<file path="src/rtl/barrier_scan_ctrl.sv">
// Per-frame barrier collision scanner: walks the barrier table once per frame_start and commits ORed results atomically.
// Optional macro BARRIER_HIT_INDEX_EN adds bullet_1_hit_idx/bullet_2_hit_idx (lowest enabled barrier index with a bullet hit).
module barrier_scan_ctrl #(
  parameter int NUM_BARRIERS = 8,
  parameter int IDX_W        = $clog2(NUM_BARRIERS)
) (
  input  logic                    frame_clk,
  input  logic                    Reset,
  input  logic                    frame_start,
  input  logic [NUM_BARRIERS-1:0] barrier_en,
  output logic [IDX_W-1:0]        barrier_sel,
  input  logic [3:0]              p1_coll_in,
  input  logic [3:0]              p2_coll_in,
  input  logic                    b1_coll_in,
  input  logic                    b2_coll_in,
  output logic [3:0]              player_1_collision,
  output logic [3:0]              player_2_collision,
  output logic                    bullet_1_collision,
  output logic                    bullet_2_collision,
`ifdef BARRIER_HIT_INDEX_EN
  output logic [IDX_W-1:0]        bullet_1_hit_idx,
  output logic [IDX_W-1:0]        bullet_2_hit_idx,
`endif
  output logic                    result_valid,
  output logic                    busy,
  output logic                    overrun
);

  typedef enum logic [1:0] {IDLE, SCAN, DRAIN} state_t;

  localparam logic [IDX_W-1:0] LAST_IDX = IDX_W'(NUM_BARRIERS - 1);

  state_t                  r_state;
  state_t                  w_state_nxt;
  logic [IDX_W-1:0]        r_sel;
  logic [IDX_W-1:0]        r_prev_idx;
  logic                    r_prev_vld;
  logic [NUM_BARRIERS-1:0] r_mask;
  logic [3:0]              r_p1_acc, r_p2_acc;
  logic                    r_b1_acc, r_b2_acc;
  logic [3:0]              r_p1_out, r_p2_out;
  logic                    r_b1_out, r_b2_out;
  logic                    r_valid;
  logic                    r_overrun;
  logic                    w_take;
  logic [3:0]              w_p1_nxt, w_p2_nxt;
  logic                    w_b1_nxt, w_b2_nxt;

  // Checker results lag barrier_sel by one cycle, so they are qualified by the delayed index.
  assign w_take   = ((r_state == SCAN && r_prev_vld) || r_state == DRAIN) && r_mask[r_prev_idx];
  assign w_p1_nxt = r_p1_acc | (w_take ? p1_coll_in : 4'b0000);
  assign w_p2_nxt = r_p2_acc | (w_take ? p2_coll_in : 4'b0000);
  assign w_b1_nxt = r_b1_acc | (w_take & b1_coll_in);
  assign w_b2_nxt = r_b2_acc | (w_take & b2_coll_in);

  always_ff @(posedge frame_clk or negedge Reset) begin
    if (!Reset) r_state <= IDLE;
    else        r_state <= w_state_nxt;
  end

  always_comb begin
    w_state_nxt = r_state;
    case (r_state)
      IDLE:    if (frame_start) w_state_nxt = SCAN;
      SCAN:    if (r_sel == LAST_IDX) w_state_nxt = DRAIN;
      DRAIN:   w_state_nxt = IDLE;
      default: w_state_nxt = IDLE;
    endcase
  end

  always_ff @(posedge frame_clk or negedge Reset) begin
    if (!Reset) begin
      r_sel      <= '0;
      r_prev_idx <= '0;
      r_prev_vld <= 1'b0;
      r_mask     <= '0;
      r_p1_acc   <= '0;
      r_p2_acc   <= '0;
      r_b1_acc   <= 1'b0;
      r_b2_acc   <= 1'b0;
      r_p1_out   <= '0;
      r_p2_out   <= '0;
      r_b1_out   <= 1'b0;
      r_b2_out   <= 1'b0;
      r_valid    <= 1'b0;
      r_overrun  <= 1'b0;
    end else begin
      r_valid <= 1'b0;
      if (frame_start && r_state != IDLE) r_overrun <= 1'b1;
      case (r_state)
        IDLE: begin
          if (frame_start) begin
            r_sel      <= '0;
            r_prev_vld <= 1'b0;
            r_mask     <= barrier_en;
            r_p1_acc   <= '0;
            r_p2_acc   <= '0;
            r_b1_acc   <= 1'b0;
            r_b2_acc   <= 1'b0;
          end
        end
        SCAN: begin
          if (r_sel != LAST_IDX) r_sel <= r_sel + IDX_W'(1);
          r_prev_idx <= r_sel;
          r_prev_vld <= 1'b1;
          r_p1_acc   <= w_p1_nxt;
          r_p2_acc   <= w_p2_nxt;
          r_b1_acc   <= w_b1_nxt;
          r_b2_acc   <= w_b2_nxt;
        end
        DRAIN: begin
          r_prev_vld <= 1'b0;
          r_p1_out   <= w_p1_nxt;
          r_p2_out   <= w_p2_nxt;
          r_b1_out   <= w_b1_nxt;
          r_b2_out   <= w_b2_nxt;
          r_valid    <= 1'b1;
        end
        default: ;
      endcase
    end
  end

`ifdef BARRIER_HIT_INDEX_EN
  logic [IDX_W-1:0] r_b1_idx_acc, r_b2_idx_acc;
  logic [IDX_W-1:0] r_b1_idx_out, r_b2_idx_out;
  logic [IDX_W-1:0] w_b1_idx_nxt, w_b2_idx_nxt;

  // Indices are scanned in ascending order, so the first hit seen is the lowest.
  assign w_b1_idx_nxt = (w_take && b1_coll_in && !r_b1_acc) ? r_prev_idx : r_b1_idx_acc;
  assign w_b2_idx_nxt = (w_take && b2_coll_in && !r_b2_acc) ? r_prev_idx : r_b2_idx_acc;

  always_ff @(posedge frame_clk or negedge Reset) begin
    if (!Reset) begin
      r_b1_idx_acc <= '0;
      r_b2_idx_acc <= '0;
      r_b1_idx_out <= '0;
      r_b2_idx_out <= '0;
    end else begin
      case (r_state)
        IDLE: begin
          if (frame_start) begin
            r_b1_idx_acc <= '0;
            r_b2_idx_acc <= '0;
          end
        end
        SCAN: begin
          r_b1_idx_acc <= w_b1_idx_nxt;
          r_b2_idx_acc <= w_b2_idx_nxt;
        end
        DRAIN: begin
          r_b1_idx_out <= w_b1_idx_nxt;
          r_b2_idx_out <= w_b2_idx_nxt;
        end
        default: ;
      endcase
    end
  end

  assign bullet_1_hit_idx = r_b1_idx_out;
  assign bullet_2_hit_idx = r_b2_idx_out;
`endif

  assign barrier_sel        = r_sel;
  assign player_1_collision = r_p1_out;
  assign player_2_collision = r_p2_out;
  assign bullet_1_collision = r_b1_out;
  assign bullet_2_collision = r_b2_out;
  assign result_valid       = r_valid;
  assign busy               = (r_state != IDLE);
  assign overrun            = r_overrun;

endmodule

</file>
<file path="config.mk">
export PLATFORM = sky130hd
export DESIGN_NAME = barrier_scan_ctrl
export DESIGN_NICKNAME = d
export VERILOG_FILES = /design/src/rtl/barrier_scan_ctrl.sv
export SDC_FILE = /design/constraint.sdc
export NUM_CORES = 1
export LEC_CHECK = 0
export ABC_AREA = 1
export ABC_CLOCK_PERIOD_IN_PS = 1720
export CORE_UTILIZATION = 30
export DETAILED_ROUTE_END_ITERATION = 7
export GPL_TIMING_DRIVEN = 0
export MAX_ROUTING_LAYER = met4
export PLACE_DENSITY = 0.63
export REMOVE_ABC_BUFFERS = 1
export SETUP_SLACK_MARGIN = 0.3
export SYNTH_ARGS = -nofsm -noshare
export SYNTH_HDL_FRONTEND = slang
export SYNTH_SLANG_ARGS = --single-unit
</file>
<file path="constraint.sdc">
create_clock -name frame_clk -period 1.72 [get_ports frame_clk]
set_input_delay 0.516 -clock frame_clk [delete_from_list [all_inputs] [get_ports frame_clk]]
set_output_delay 0.516 -clock frame_clk [all_outputs]
set_load 0.02 [all_outputs]
</file>
; After elaboration in Yosys (flattened, before gate mapping)
; Index checks and enable logic that the tools add are counted.
[totals]
register_bits = 39
input_bits = 21
out_inout_bits = 16
elab_cells = 61
[op_classes]
add_sub_neg = 1
order_cmp = 1
eq_ne = 7
muxes = 18
bitwise = 6
n_reduce_logical = 13
[ops]
columns = operator, count
row1 = $pmux 4 s2, 2
row2 = $mux 4, 3
row3 = $or 4x4->4, 2
row4 = $reduce_and 2->1, 4
row5 = $mux 3, 2
row6 = $pmux 3 s2, 1
row7 = $lt 3x4->1 const B, 1
row8 = $mux 2, 2
row9 = $ne 2x1->1 const B, 2
row10 = $pmux 1 s2, 2
row11 = $pmux 2 s2, 1
row12 = $reduce_bool 2->1, 2
row13 = $add 3x1->3 const B, 1
row14 = $bmux 1 s3, 1
row15 = $eq 3x3->1 const B, 1
row16 = $logic_and 1x1->1, 3
row17 = $mux 1, 3
row18 = $ne 3x3->1 const B, 1
row19 = $pmux 1 s3, 1
row20 = $reduce_and 3->1, 1
row21 = $reduce_bool 3->1, 1
row22 = $and 1x1->1, 2
row23 = $eq 2x1->1 const B, 1
row24 = $eq 2x2->1 const B, 1
row25 = 4 further kinds, 5

; Depth between registers and ports, before layout
; Gate-level depths: netlist of the first run.
[depth]
word_depth = 7
ltp_mapped = 9
mapped_depth_nobuf = 9

; Worst setup path after synthesis of the first run
; Ideal clock, no wire load.
[synth_path]
path_kind = register to register
from = register r_sel[0], in the netlist barrier_sel[0]
to = register r_sel[2], in the netlist barrier_sel[2]
setup_time_ns = 0.126
arrival_ns = 1.248
required_time_ns = 1.594
setup_slack_ns = 0.346
stages_incl_launch_ff = 7
n_path_buf = 0
synth_period_minus_slack_ns = 1.374
cell_sequence = dfrtp_1 -> ha_1 -> ha_1 -> nor2_1 -> nor2_1 -> inv_1 -> o21ai_0
[synth_via]
elab_chain_len = 3
elab_cells_between_ends = 6
cone_classes = 1 x add/sub / 2 x eq/ne / 2 x mux / 1 x reduce/logical
[synth_lines]
columns = element, line_no
row1 = from (decl), 35  ; logic [IDX_W-1:0] r_sel;
row2 = from (signal assigned), 103  ; if (r_sel != LAST_IDX) r_sel <= r_sel + IDX_W'(1);
row3 = $add 3x1->3 / $ne 3x3->1 (equally long branches), 103
row4 = $mux 3 / $ne 2x1->1 (equally long branches), -
row5 = $pmux 3 s2 / $reduce_and 3->1 (equally long branches), -
; Parallel ways exist; a longest one is shown, timed or not. The select of a mux whose other input is x is not followed.
; A chain may end at the register's enable or synchronous reset.

; Worst setup path after layout of the first run
[layout_path]
from = register r_state[0]
to = output busy
[layout_via]
elab_chain_len = 1
[layout_lines]
columns = element, line_no
row1 = from (decl), 33  ; state_t r_state;
row2 = from (signal assigned), 58  ; else r_state <= w_state_nxt;
row3 = $reduce_bool 2->1, 170  ; assign busy = (r_state != IDLE);
row4 = to (decl), 25  ; output logic busy,
; No other way between the ends.

==> results of run 1 <==
## cell families after synthesis
family / synth area share
AO/OA/AOI/OAI: 0.09744
adder cells (fa/ha/maj): 0.01465
flip-flops: 0.5714
buffers and inverters: 0.06667
AND/OR/NAND/NOR: 0.2498
## per-layer routing
layer	GRT usage	routed length (µm)
met5	-	0
met4	0.05094	41
met2	0.2230	1824
met3	0.03294	190
met1	0.1972	1967
## area by class of cell
class,count,area (µm²),share of cell area
inverter,24,100.1,0.04103
timing repair inverter,1,7.507,0.003077
sequential,39,977.2,0.4005
multi-input combinational,135,765.7,0.3138
clock inverter,2,35.03,0.01436
timing repair buffer,47,381.6,0.1564
clock buffer,6,82.58,0.03385
tap,72,90.09,0.03692
## final timing paths
| path | slack [ns] | startpoint | cells past startpoint | end |
|---|---|---|---|---|
| min | 0.33 | Reset | 1 | player_2_collision[3] |
| max in group asynchronous | 0.79 | Reset | 1 | r_state[0] |
| max | 0.11 | r_state[0] | 4 | busy |
| min reg2reg | 0.47 | r_mask[6] | 2 | r_mask[6] |
| max reg2reg | 0.21 | r_state[1] | 7 | player_2_collision[0] |
| min in group frame_clk | 0.47 | r_mask[6] | 2 | r_mask[6] |
## worst register-to-register path: cells and delay by family (launching register included)
| family | cells | cell delay [ns] |
|---|---|---|
| simple gates | 5 | 0.50 |
| buf+inv | 1 | 0.25 |
| compound gates | 1 | 0.29 |
| flops | 1 | 0.42 |
## metrics by stage
| step | hold slack (ns) | instance area [µm²] | utilization |
|---|---|---|---|
| after floorplan | 0.2204 | 1684 | - |
| after global placement | 0.4587 | 2135 | 0.3876 |
| after detailed placement | 0.4590 | 2130 | 0.3867 |
| after CTS | 0.3746 | 2389 | 0.4338 |
| after global routing | 0.3903 | 2440 | 0.4431 |
| final | 0.3261 | 2440 | 0.4431 |
## cells in the final DEF, fill, tap and decap left out, types with 2 or more instances in the layout
master and instances:
nand2_1 74, dfrtp_1 38, inv_1 20, clkdlybuf4s50_1 19, buf_2 15, a21oi_1 12, nand3_2 10, a21oi_2 10
buf_4 8, nand3_1 6, clkbuf_8 6, buf_6 5, nand2_2 4, o21ai_0 4, clkinvlp_4 3, nor2_4 2
o21ai_4 2, nor2_1 2, ha_1 2
## synth_stat cells
library cell | count | area [µm²]
nand2_1 | 78 | 292.8
dfrtp_1 | 39 | 975.9
a21oi_1 | 22 | 110.1
inv_1 | 22 | 82.58
nand3_1 | 16 | 80.08
o21ai_0 | 5 | 25.02
nor2_1 | 4 | 15.01
clkbuf_1 | 2 | 7.510
ha_1 | 2 | 25.02
inv_2 | 2 | 7.510
nand2_2 | 2 | 12.51
buf_2 | 1 | 5.000
buf_6 | 1 | 11.26
nor2_2 | 1 | 6.260
nor2_8 | 1 | 20.02
o21ai_4 | 1 | 16.27
o21bai_1 | 1 | 7.510
o31ai_1 | 1 | 7.510
## where the power goes
part           leakage, nW  internal (mW)  switching (mW)
Clock               0.0612          0.470           0.332
Combinational        0.650          0.868            1.39
Sequential           0.476           1.31           0.228
## sequential cells by signal, summed over array words and instances (netlist names)
| signal | count |
|---|---|
| r_p2_acc | 4 |
| bullet_1_collision | 1 |
| player_2_collision | 4 |
| r_prev_idx | 3 |
| overrun | 1 |
| r_prev_vld | 1 |
| barrier_sel | 3 |
| r_state | 2 |
| r_mask | 8 |
| bullet_2_collision | 1 |
| r_b1_acc | 1 |
| result_valid | 1 |
| player_1_collision | 4 |
| r_b2_acc | 1 |
| r_p1_acc | 4 |
## timing repair
item,CTS,global route
gates cloned,2,0
buffers inserted,8,3
resized for setup,96,13
endpoints found under the hold margin,0,0
setup endpoints to repair,46,27
pin swaps,6,11
==> results.md, run 1 <==
* Status: complete, no violations
* Grt ovf at 0
* Final HPWL DP at 2378 µm
* CP peak stage delay at 0.42 ns
* Cts hold-fix bufs at 0
* Area of the die at between 5000 and 6000 µm²
* Most frequent CP cell: buf_6
* Num CTS Buffers at 5
* HP Class: in2async
* Initial antenna violation count at 0
* Vias at 1466
* H-tree levels at 2
* Cells after synthesis at 201
* CTS tree: done
* Period utilization at 0.9364
* Placed cell count at ~310
* Clk Latency, worst-skew pair at 0.30 ns
* Setup-failing EPs final at 0
* Number of routed nets with antenna violations at 0
* Vias in the first global route at between 1000 and 1500
* Crit-path cells: buf_6 -> nor2_4 -> inv_2 -> buf_6
* Element type at the critical path start: flop
* Worst-path clk slew at about 0.080 ns
* Fin cells at around 330
* Yosys reg bits at 39
* Total Power at about 4.6 mW
* Port Buffers at 36
* Filler instances at around 540
* First DRT Iteration DRCs at between 60 and 70
* Peak supply drop at 852.9 µV
* CP bufs+invs at 3
* Sequential area share after synthesis at 0.5714
* Root buffer cell: clkbuf_8
* DR vias/cell at 4.497
* Layout cells sized above 1 at 0.2913
* First drt pass iteration count at 4
* # DRC at 0
* Leak at between 1 and 1.5 nW
* Placer Congestion at around 0.83
* Tot GR Track Use at 0.1483
* Diode count at 0
* Final WS setup at about 0.11 ns
* Global-route wire length before repair at 6768 µm
* Least-Margin Pin Slew at between 0.8 and 0.9 ns
* Setup crit end kind: output pin
* Critical path required time at roughly 1.2 ns
* Crit path kind: reg2out
* Power per cell area at 1882 nW/µm²
* Io pins at 37
* Highest net fanout along the worst path at 2
* Slew headroom at 0.4234
* Post-Route WL at around 4000 µm
* CP max-delay cell: dfrtp_2
* Max Cap Viol at 0
* Syn Area/Cell at about 8.5 µm²
* Wire per inst at roughly 12 µm
* WP data arrival at about 1.1 ns
* Cell family with most CP delay: flip-flops
* Area Growth Syn to Fin at 42.86%
* Final nets at approximately 280
* Core footprint at 5507 µm²
* Fin. Hold Viols at 0
* FMAX at ~620 MHz
* Setup_tns at 0 ns
* RSZ-0062 raised after global routing: true
* Yosys warning count at 0
* CTS Sinks at 39
* Slew Limit Fails at 0
* Initial Utilization at 0.3102
* Syn Std Cell Area at 1708 µm²
* Library cells used by synthesis at 18
* Maximum root-to-sink buffer count at 2
* Chip width at just under 80 µm
* Vert. Die Dim at approximately 77 µm
* Pin count of the biggest net entering global routing at 40
* FP Rows at 27
* Tmin final at ~1.6 ns
* Final Skew at between 0.009 and 0.01 ns
* Pre-CTS setup slack at -0.5558 ns
(Power assumes the default switching activity.)
==> run 2: changes to the inputs <==
--- a/config.mk
+++ b/config.mk
@@ -7,11 +7,11 @@
 export LEC_CHECK = 0
 export ABC_AREA = 1
 export ABC_CLOCK_PERIOD_IN_PS = 1720
-export CORE_UTILIZATION = 30
+export CORE_UTILIZATION = 50
 export DETAILED_ROUTE_END_ITERATION = 7
 export GPL_TIMING_DRIVEN = 0
 export MAX_ROUTING_LAYER = met4
-export PLACE_DENSITY = 0.63
+export PLACE_DENSITY = 0.9
 export REMOVE_ABC_BUFFERS = 1
 export SETUP_SLACK_MARGIN = 0.3
 export SYNTH_ARGS = -nofsm -noshare
==> results.md, run 2 (synthesis results as in run 1) <==
* Leak at 1.252 nW (was 1.187 nW)
* DR vias/cell at 5.339 (was 4.497)
* Slew headroom at 0.4512 (was 0.4234)
* Vias at 1655 (was 1466)
* Setup crit end kind: output pin (unchanged)
* Diode count at 0 (unchanged)
* Crit path kind: reg2out (unchanged)
* Worst-path clk slew at 0.12 ns (was 0.08 ns)
* # DRC at 0 (unchanged)
* Tmin final at 1.618 ns (was 1.611 ns)
* Critical path required time at 1.20 ns (about the same)
* FP Rows at 20 (was 27)
* Max Cap Viol at 0 (unchanged)
* Final nets at 288 (was 276)
* Final Skew at 0.01268 ns (was 0.009786 ns)
* CTS Sinks at 39 (unchanged)
* Placed cell count at 277 (was 305)
* Initial Utilization at 0.5417 (was 0.3102)
* Grt ovf at 0 (unchanged)
* Status: complete, no violations (unchanged)
* H-tree levels at 2 (unchanged)
* Placer Congestion at 0.7808 (was 0.8277)
* Fin. Hold Viols at 0 (unchanged)
* Max reg flops at 8 (unchanged)
* Initial antenna violation count at 0 (unchanged)
* Io pins at 37 (unchanged)
* Maximum root-to-sink buffer count at 2 (unchanged)
* RSZ-0062 raised after global routing: true (unchanged)
* Peak supply drop at 1464 µV (was 852.9 µV)
* Power per cell area at 1935 nW/µm² (was 1882 nW/µm²)
* Area of the die at 3654 µm² (was 5999 µm²)
* Sw Ratio at 0.4236 (was 0.4235)
* First drt pass iteration count at 4 (unchanged)
* Reg2reg start: r_state[0] (was r_state[1])
* Area Growth Syn to Fin at 45.49% (was 42.86%)
* Slew Limit Fails at 0 (unchanged)
* Vias in the first global route at 1486 (was 1448)
* Setup_tns at 0 ns (unchanged)
* Vert. Die Dim at 60.45 µm (was 77.45 µm)
* Highest net fanout along the worst path at 2 (unchanged)
* First DRT Iteration DRCs at 142 (was 66)
* Post-place instance area at 2095 µm² (was 2130 µm²)
* Setup-failing EPs final at 0 (unchanged)
* Leading cell type in the layout, fill and taps excluded: nand2_1 (unchanged)
* Filler instances at 195 (was 539)
* Internal power at 2.771 mW (was 2.648 mW)
* Switch Pwr at 2.036 mW (was 1.945 mW)
* Core Util, Final at 0.7881 (was 0.4431)
* Clk pwr share at 0.137 (was 0.174)
* Element type at the critical path start: flop (unchanged)
* CTS tree: done (unchanged)
* Reg power frac at 0.330 (was 0.335)
* Wire per inst at 14.70 µm (was 12.34 µm)
* FMAX at 618.1 MHz (was 620.9 MHz)
* Comb pwr share at 0.533 (was 0.491)
* Pin count of the biggest net entering global routing at 40 (unchanged)
* CP startpoint: r_state[1] (was r_state[0])
* Final HPWL DP at 2456 µm (was 2378 µm)
* Core footprint at 3153 µm² (was 5507 µm²)
* WP data arrival at 1.10 ns (was 1.09 ns)
* Least-Margin Pin Slew at 0.8232 ns (was 0.8650 ns)
* Largest register by flop count: r_mask (unchanged)
* Fin cells at 310 (was 326)
* Post-Route WL at 4556 µm (was 4024 µm)
* Tot GR Track Use at 0.2581 (was 0.1483)
* Cts hold-fix bufs at 0 (unchanged)
* HP Class: in2async (unchanged)
* Period utilization at 0.9406 (was 0.9364)
* Root buffer cell: clkbuf_4 (was clkbuf_8)
* Clk Latency, worst-skew pair at 0.36 ns (was 0.30 ns)
* Num CTS Buffers at 5 (unchanged)
* Layout cells sized above 1 at 0.2594 (was 0.2913)
* Most frequent cells in the layout: nand2_1, dfrtp_1, buf_4 (was nand2_1, dfrtp_1, inv_1)
* Global-route wire length before repair at 6534 µm (was 6768 µm)
* Number of routed nets with antenna violations at 0 (unchanged)
* Port Buffers at 36 (unchanged)
* Cell area after layout at 2485 µm² (was 2440 µm²)
* Chip width at 60.45 µm (was 77.45 µm)
-- run 2: cell count changes in the layout (fill, tap and decap cells not counted), moves of 2 or more --
cell	before	now
a21oi_2	10	1
inv_2	1	3
nand3_2	10	1
nand2_2	4	0
buf_4	8	22
buf_6	5	16
clkbuf_4	0	5
nand2_1	74	78
a21oi_1	12	21
inv_1	20	18
buf_2	15	1
clkbuf_8	6	1
nand3_1	6	14
-- run 2: final timing paths --
kind,endpoint,slack (ns),cells past startpoint
min in group frame_clk,r_mask[3],0.50,2
worst max-delay path,busy,0.10,3
max in group asynchronous,r_prev_idx[0],0.92,1
worst max register to register,player_1_collision[3],0.31,8
worst min register to register,r_mask[3],0.50,2
worst min-delay path,r_mask[4],0.23,1
-- run 2: stage by stage --
stage	setup WS, ns	total power, mW	hold WS (ns)
2_1_floorplan	0.09830	2.706	0.2204
3_3_place_gp	-0.7550	3.304	0.4602
3_5_place_dp	-0.4297	3.388	0.4625
4_1_cts	0.09482	4.381	0.2752
5_1_grt	0.05590	5.145	0.2935
6_report	0.1023	4.807	0.2317
-- run 2: routing by layer --
layer,vias up,track usage,part of all wire
li1,763,-,-
met2,85,0.4176,0.51
met5,-,-,0
met3,20,0.07249,0.077
met4,0,0.1104,0.033
met1,787,0.3015,0.38
-- run 2: power by group through the flow --
stage / Clock, mW / Combinational, mW / Sequential (mW)
6_report: 0.658 / 2.56 / 1.59
5_1_grt: 0.704 / 2.83 / 1.61
4_1_cts: 0.652 / 2.17 / 1.55
3_5_place_dp: 0 / 1.82 / 1.57
3_3_place_gp: 0 / 1.75 / 1.55
2_1_floorplan: 0 / 0.993 / 1.71
-- run 2: timing repair --
item,4_1_cts,5_1_grt
gates cloned,2,1
resized for setup,102,20
setup endpoints to repair,38,41
pin swaps,4,5
setup buffers,13,9
-- run 2: cell type report --
cell class,count,area (µm²),area share
clock buffers,6,51.30,0.02064
inverters,24,102.6,0.04129
flip-flops and latches,39,977.2,0.3933
multi-input cells,136,715.7,0.2880
repair buffers,58,540.5,0.2175
clock inverters,2,35.03,0.01410
well taps,44,55.05,0.02216
repair inverters,1,7.507,0.003021
-- run 2: critical path, cell delays in order (launching register included) --
cell,delay (ns)
dfrtp_1,0.41
nor2_2,0.16
inv_2,0.06
buf_6,0.13
